--- src/rtl/hazard_sequencer.sv ---
// rtl/hazard_sequencer.sv - pipeline stall/flush controller and mul/div start/busy/done sequencer
module hazard_sequencer #(
  parameter int MULT_LAT = 4,
  parameter int DIV_LAT  = 32
) (
  input  logic        Clk,
  input  logic        Reset,
  input  logic [4:0]  id_rs,
  input  logic [4:0]  id_rt,
  input  logic        id_uses_rs,
  input  logic        id_uses_rt,
  input  logic        id_is_branch,
  input  logic        id_branch_taken,
  input  logic        id_is_jump,
  input  logic        id_is_muldiv,
  input  logic        id_is_div,
  input  logic        id_reads_hilo,
  input  logic        idex_memread,
  input  logic        idex_regwrite,
  input  logic [4:0]  idex_wreg,
  input  logic        exmem_memread,
  input  logic [4:0]  exmem_wreg,
  output logic        PCWrite,
  output logic        IF_IDWrite,
  output logic        Stall,
  output logic        Flush,
  output logic        md_start,
  output logic        md_busy,
  output logic        md_done,
  output logic [15:0] stall_cycles
);

  typedef enum logic {RUN, MD_BUSY} state_t;

  localparam logic [5:0] MULT_LOAD = 6'(MULT_LAT - 1);
  localparam logic [5:0] DIV_LOAD  = 6'(DIV_LAT - 1);

  state_t     state, state_nxt;
  logic [5:0] md_cnt, md_cnt_nxt;

  logic rs_ex, rt_ex, rs_mem, rt_mem;
  logic load_use, br_haz, md_haz, hz;

  // Register 0 is hardwired, so a write to it never produces a dependency.
  assign rs_ex  = id_uses_rs && (id_rs == idex_wreg)  && (idex_wreg  != 5'd0);
  assign rt_ex  = id_uses_rt && (id_rt == idex_wreg)  && (idex_wreg  != 5'd0);
  assign rs_mem = id_uses_rs && (id_rs == exmem_wreg) && (exmem_wreg != 5'd0);
  assign rt_mem = id_uses_rt && (id_rt == exmem_wreg) && (exmem_wreg != 5'd0);

  assign load_use = idex_memread && (rs_ex || rt_ex);

  // Branches compare in ID and need both operands; jr only needs rs.
  assign br_haz = (id_is_branch && ((idex_regwrite && (rs_ex || rt_ex)) ||
                                    (exmem_memread && (rs_mem || rt_mem)))) ||
                  (id_is_jump && ((idex_regwrite && rs_ex) || (exmem_memread && rs_mem)));

  assign md_haz = (id_is_muldiv || id_reads_hilo) && (state == MD_BUSY) && (md_cnt != 6'd0);

  assign hz = (load_use || br_haz || md_haz) && Reset;

  always_comb begin
    PCWrite    = !hz;
    IF_IDWrite = !hz;
    Stall      = hz;
    Flush      = Reset && !hz && ((id_is_branch && id_branch_taken) || id_is_jump);
    md_start   = Reset && !hz && id_is_muldiv;
    md_busy    = (state == MD_BUSY);
    md_done    = (state == MD_BUSY) && (md_cnt == 6'd0);
    state_nxt  = state;
    md_cnt_nxt = md_cnt;
    if (md_start) begin
      state_nxt  = MD_BUSY;
      md_cnt_nxt = id_is_div ? DIV_LOAD : MULT_LOAD;
    end else if (state == MD_BUSY) begin
      if (md_cnt == 6'd0) begin
        state_nxt = RUN;
      end else begin
        md_cnt_nxt = md_cnt - 6'd1;
      end
    end
  end

  always_ff @(posedge Clk or negedge Reset) begin
    if (!Reset) begin
      state        <= RUN;
      md_cnt       <= 6'd0;
      stall_cycles <= 16'd0;
    end else begin
      state  <= state_nxt;
      md_cnt <= md_cnt_nxt;
      if (Stall && (stall_cycles != 16'hFFFF)) begin
        stall_cycles <= stall_cycles + 16'd1;
      end
    end
  end

endmodule
--- config.mk ---
export PLATFORM = sky130hd
export DESIGN_NAME = hazard_sequencer
export DESIGN_NICKNAME = d
export VERILOG_FILES = /design/src/rtl/hazard_sequencer.sv
export SDC_FILE = /design/constraint.sdc
export NUM_CORES = 1
export LEC_CHECK = 0
export ABC_AREA = 1
export BUFFER_PORTS_ARGS = -buffer_cell sky130_fd_sc_hd__buf_4
export CORE_UTILIZATION = 55
export CTS_CLUSTER_SIZE = 14
export DETAILED_ROUTE_END_ITERATION = 7
export GPL_TIMING_DRIVEN = 0
export PLACE_DENSITY = 0.92
export SYNTH_ARGS = -nofsm -noshare
export SYNTH_HDL_FRONTEND = slang
export SYNTH_SLANG_ARGS = --single-unit
--- constraint.sdc ---
create_clock -name Clk -period 3.4 [get_ports Clk]
set_input_delay 0.51 -clock Clk [delete_from_list [all_inputs] [get_ports Clk]]
set_output_delay 0.51 -clock Clk [all_outputs]
set_load 0.01 [all_outputs]
After elaboration in Yosys (flattened, before gate mapping):

Cells that the tools add are included.

* flip-flop bits (word level): 23
* output and inout bits: 23

* add/subtract/negate cells: 2
* equal/unequal tests: 6
* mux-type cells: 7
* reduce and logical (&&, ||, !) cells: 40

Operator list (count)
* logical AND 1 bit: 24
* == test 5 bit: 4
* two-way mux 6 bit: 3
* adder 16 x 1 -> 16 bit (second input constant): 1
* inequality test 16 bit (second input constant): 1
* nonzero test 5 bit: 2
* logical OR 1 bit: 9
* zero test 6 bit: 1
* nonzero test 6 bit: 1
* subtractor 6 x 1 -> 6 bit (second input constant): 1
* two-way mux 5 bit: 1
* two-way mux 1 bit: 3
* inequality test 2 bit (second input constant): 1
* AND reduction 2 bit: 1
* nonzero test 2 bit: 1
* zero test 1 bit: 1

Longest topological paths before layout:

* depth in word-level cells: 16
* mapped depth: 18

Least setup slack after synthesis:

Ideal clock, no wire load.

* path type: reg2out
* start: register md_cnt[0]
* end: output port PCWrite
* arrival time: 1.660 ns
* setup slack: 1.230 ns
* stages on the path, launching flop included: 13
* cell sequence: dfrtp_1 > inv_1 > ha_1 > nor3b_2 > nand2_2 > nand2_4 > inv_4 > o21ai_2 > nand2_1 > nor2_2 > nand2_1 > nand2_1 > buf_4

* cells in the longest elaborated chain, start to end: 5

Ends and longest elaborated chain
* from (decl): line 39 `logic [5:0] md_cnt, md_cnt_nxt;`
* from (signal assigned): line 90 `md_cnt <= md_cnt_nxt;`
* nonzero test 6 bit: line 57 `assign md_haz = (id_is_muldiv || id_reads_hilo) && (state == MD_BUSY) && (md_cnt != 6'd0);`
* logical AND 1 bit: line 57
* logical OR 1 bit: line 59 `assign hz = (load_use || br_haz || md_haz) && Reset;`
* logical AND 1 bit: line 59
* zero test 1 bit
* to (decl): line 23 `output logic PCWrite,`

Every way passes these cells.

Worst setup path in the final report:

* start: register md_cnt[0]
* end: output port md_start

* cells in the longest elaborated chain, start to end: 7

Ends and longest elaborated chain
* nonzero test 6 bit: line 57
* logical AND 1 bit: line 57
* logical OR 1 bit: line 59
* logical AND 1 bit: line 59
* zero test 1 bit: line 66 `md_start = Reset && !hz && id_is_muldiv;`
* logical AND 1 bit (2 in series): line 66
* to (decl): line 27 `output logic md_start,`

Every way passes these cells.

==> results.py <==
metrics = {
    "floorplanning": {
        "start_util": 0.592,
        "top_level_ports": 56,
        "die-area_um2": 3580,
        "die_y_um": 59.8,
        "die_x_um": 59.8,
        "num_rows": 20,
        "core_area_um2": 3100,
    },
    "worst_setup_path": {
        "crit_chain": "inv_1, ha_1, nor3b_2, nand2_2, nand2_4, inv_4, o21ai_2, nand2_1, nor2_2, nand4_2, inv_1, buf_4",
        "crit_top_cell": "inv_1",
        "crit_type": "reg2out",
        "cp.required_ns": 2.89,
        "cpPeakStageDelay_ns": 0.41,
        "rr_worst_depth": 15,
        "start_kind": "flip-flop",
        "critPathMaxFanout": 10,
        "worstPathArrival_ns": 2.35,
        "cp_num_buf_inv": 4,
        "cp-end-kind": "primary output",
        "cp-endpoint": "md_start",
        "slowest_stage": "dfrtp_1",
        "reg2reg_from": "md_cnt[0]",
        "r2r_end": "stall_cycles[11]",
        "cp.depth": 12,
        "cp_top_family": "simple AND/OR/NAND/NOR gates",
        "r2r_setup_slack_ns": 1.09,
        "cp-startpoint": "md_cnt[0]",
    },
    "outcome": {
        "outcome": "completed",
    },
    "sta": {
        "clock.fmax_ghz": 0.350,
        "slew_headroom": 0.693,
        "skew_ns": 0.00700,
        "finalSetupViolations": 0,
        "fin_crit_sh": 0.841,
        "hold_viol_final": 0,
        "tns_ns": 0,
        "slew_violations": 0,
        "grt_setup_unrepaired": "false",
        "finalCriticalPeriod_ns": 2.86,
        "worstMarginPinSlew_ns": 0.457,
    },
    "clock_tree": {
        "clkTransAtPathRegs_ns": 0.14,
        "htreeDepth": 1,
        "cts_setup_buffers": 0,
        "clock_latency_ns": 0.32,
        "postCtsHoldBufs": 0,
        "clkSinkCount": 23,
        "cts_repair_resize_count": 0,
        "clock_tree.buffer_depth": 2,
        "cts_root_buffer": "clkbuf_4",
        "numCtsBuffers": 3,
        "cts_tree": "done",
    },
    "yosys": {
        "yosys_warnings": 0,
        "async_flop_share": 1.00,
        "yosys.area_share.simple": 0.400,
        "synth_xor_area_frac": 0.0953,
        "syn_area_um2": 1840,
        "synth_top_flop_cell": "dfrtp_1",
        "synth_cell_type_count": 27,
        "ys_seq_elements": 23,
        "synthAdderAreaFrac": 0.0136,
        "synth_nets": 318,
        "synth.area.mux_share": 0,
        "seq_area_frac_synth": 0.313,
        "synth-edff-count": 0,
        "synth_compound_area_frac": 0.0708,
        "syn_inst": 283,
        "synth_top_family_by_area": "simple AND/OR/NAND/NOR gates",
        "syn-mean-instance-area_um2": 6.49,
    },
    "grt": {
        "grt_use_met3": 0.0541,
        "grt_max_degree": 29,
        "met2_usage": 0.481,
        "gr-usage-met1": 0.343,
        "grt_pass1_wl_um": 7430,
        "grt_util_all_layers": 0.272,
        "overflow": 0,
        "grt_pass1_vias": 1795,
        "top_usage_layer": "met2",
        "antenna_found_initial": 0,
    },
    "pwr": {
        "peakVddDrop_uv": 468,
        "powerDensity_nw_per_um2": 547,
        "p_leak_nw": 1.26,
    },
    "detailed_routing": {
        "viasPerCell": 5.19,
        "wl_per_cell_um": 11.7,
        "final_antenna_net_count": 0,
        "drt_iter0_drc": 143,
        "wl_um": 4510,
        "firstDrtPassIters": 5,
        "vias": 2005,
        "drc": 0,
    },
    "cells_and_area": {
        "fin_nets": 378,
        "design_area_um2": 2340,
        "drive_gt1_frac": 0.222,
        "instances_no_fill": 386,
        "final_common_cell": "nand2_1",
        "mostFrequentLayoutCells": "nand2_1, buf_4, inv_1",
        "syn2layout_area_growth_pct": 27.1,
        "num_antenna_cells": 0,
    },
    "placed_design": {
        "dp_cells": 382,
        "gp_congestion": 0.944,
        "place_hpwl_um": 3680,
        "dpl_cell_area_um2": 2310,
        "port_buffers": 55,
    },
    "hold_path": {
        "worstHoldPathType": "in2async",
    },
    "flow_run": {
        "max-cap-violations": 0,
    },
}
routing by layer:
metal | part of all wire | routed length, um | vias to the layer above
li1 | - | - | 1000
met1 | 0.44 | 1980 | 926
met2 | 0.48 | 2170 | 75
met3 | 0.072 | 324 | 4
met4 | 0.0071 | 32 | 0
met5 | 0 | 0 | -
report_power, final:
part	switching (W)	leakage, nW	internal [W]
combinational	0.000375	0.949	0.000309
sequential	0.0000973	0.299	0.000363
clock	0.0000883	0.0139	0.0000449
total	0.000561	1.26	0.000717
cell type report:
class                   instances  area [um2]
multi-input cells             216        1060
fillers                       271         767
flip-flops and latches         23         576
repair buffers                 55         413
inverters                      40         153
well taps                      44        55.1
plain buffers                   4        45.0
clock buffers                   3        22.5
clock inverters                 1        7.51
stage by stage:
stage	worst slack (ns)	util	hold WS, ns	total power, W
after floorplan	1.23	-	0.214	0.000900
after global placement	0.981	0.743	0.434	0.00112
after detailed placement	0.892	0.743	0.436	0.00115
after CTS	0.505	0.753	0.0683	0.00129
after global routing	0.349	0.753	0.0808	0.00139
final	0.540	0.753	0.0710	0.00128
sequential cells by signal, indices dropped and copies added (netlist names):
register / flops
md_cnt: 6
md_busy: 1
stall_cycles: 16
synth_stat cells, drive strengths merged, types with 3 or more instances:
master / number / area [um2]
o22ai: 3 / 18.8
xor2: 11 / 96.3
nand2: 107 / 414
xnor2: 9 / 78.8
nand3: 21 / 105
nor2: 28 / 108
buf: 4 / 45.0
nand4: 4 / 31.3
o21ai: 15 / 93.8
nor3: 9 / 45.0
dfrtp: 23 / 576
inv: 40 / 153
logic make-up (layout without fill, tap and decap cells):
logic type | after synthesis | after routing
buf+inv | 44 | 103
fa+ha+maj | 2 | 2
simple gates | 173 | 173
xor+xnor | 20 | 20
flops | 23 | 23
compound gates | 21 | 21
how the worst min path moves through the flow:
stage / depth (start not counted) / end / startpoint / slack (ns)
floorplan: 0 / md_busy / Reset / 0.21
global placement: 1 / stall_cycles[12] / Reset / 0.43
detailed placement: 1 / stall_cycles[8] / Reset / 0.44
CTS: 1 / stall_cycles[9] / Reset / 0.07
global route: 1 / stall_cycles[13] / Reset / 0.08
finish: 1 / stall_cycles[9] / Reset / 0.07
worst register-to-register path: cells and delay by family, from the launching register on:
family	cells	cell delay [ns]
fa+ha+maj	1	0.20
flops	1	0.41
simple gates	9	1.10
buf+inv	4	0.44
compound gates	1	0.06
No activity file was read; power rests on OpenSTA's default activity.
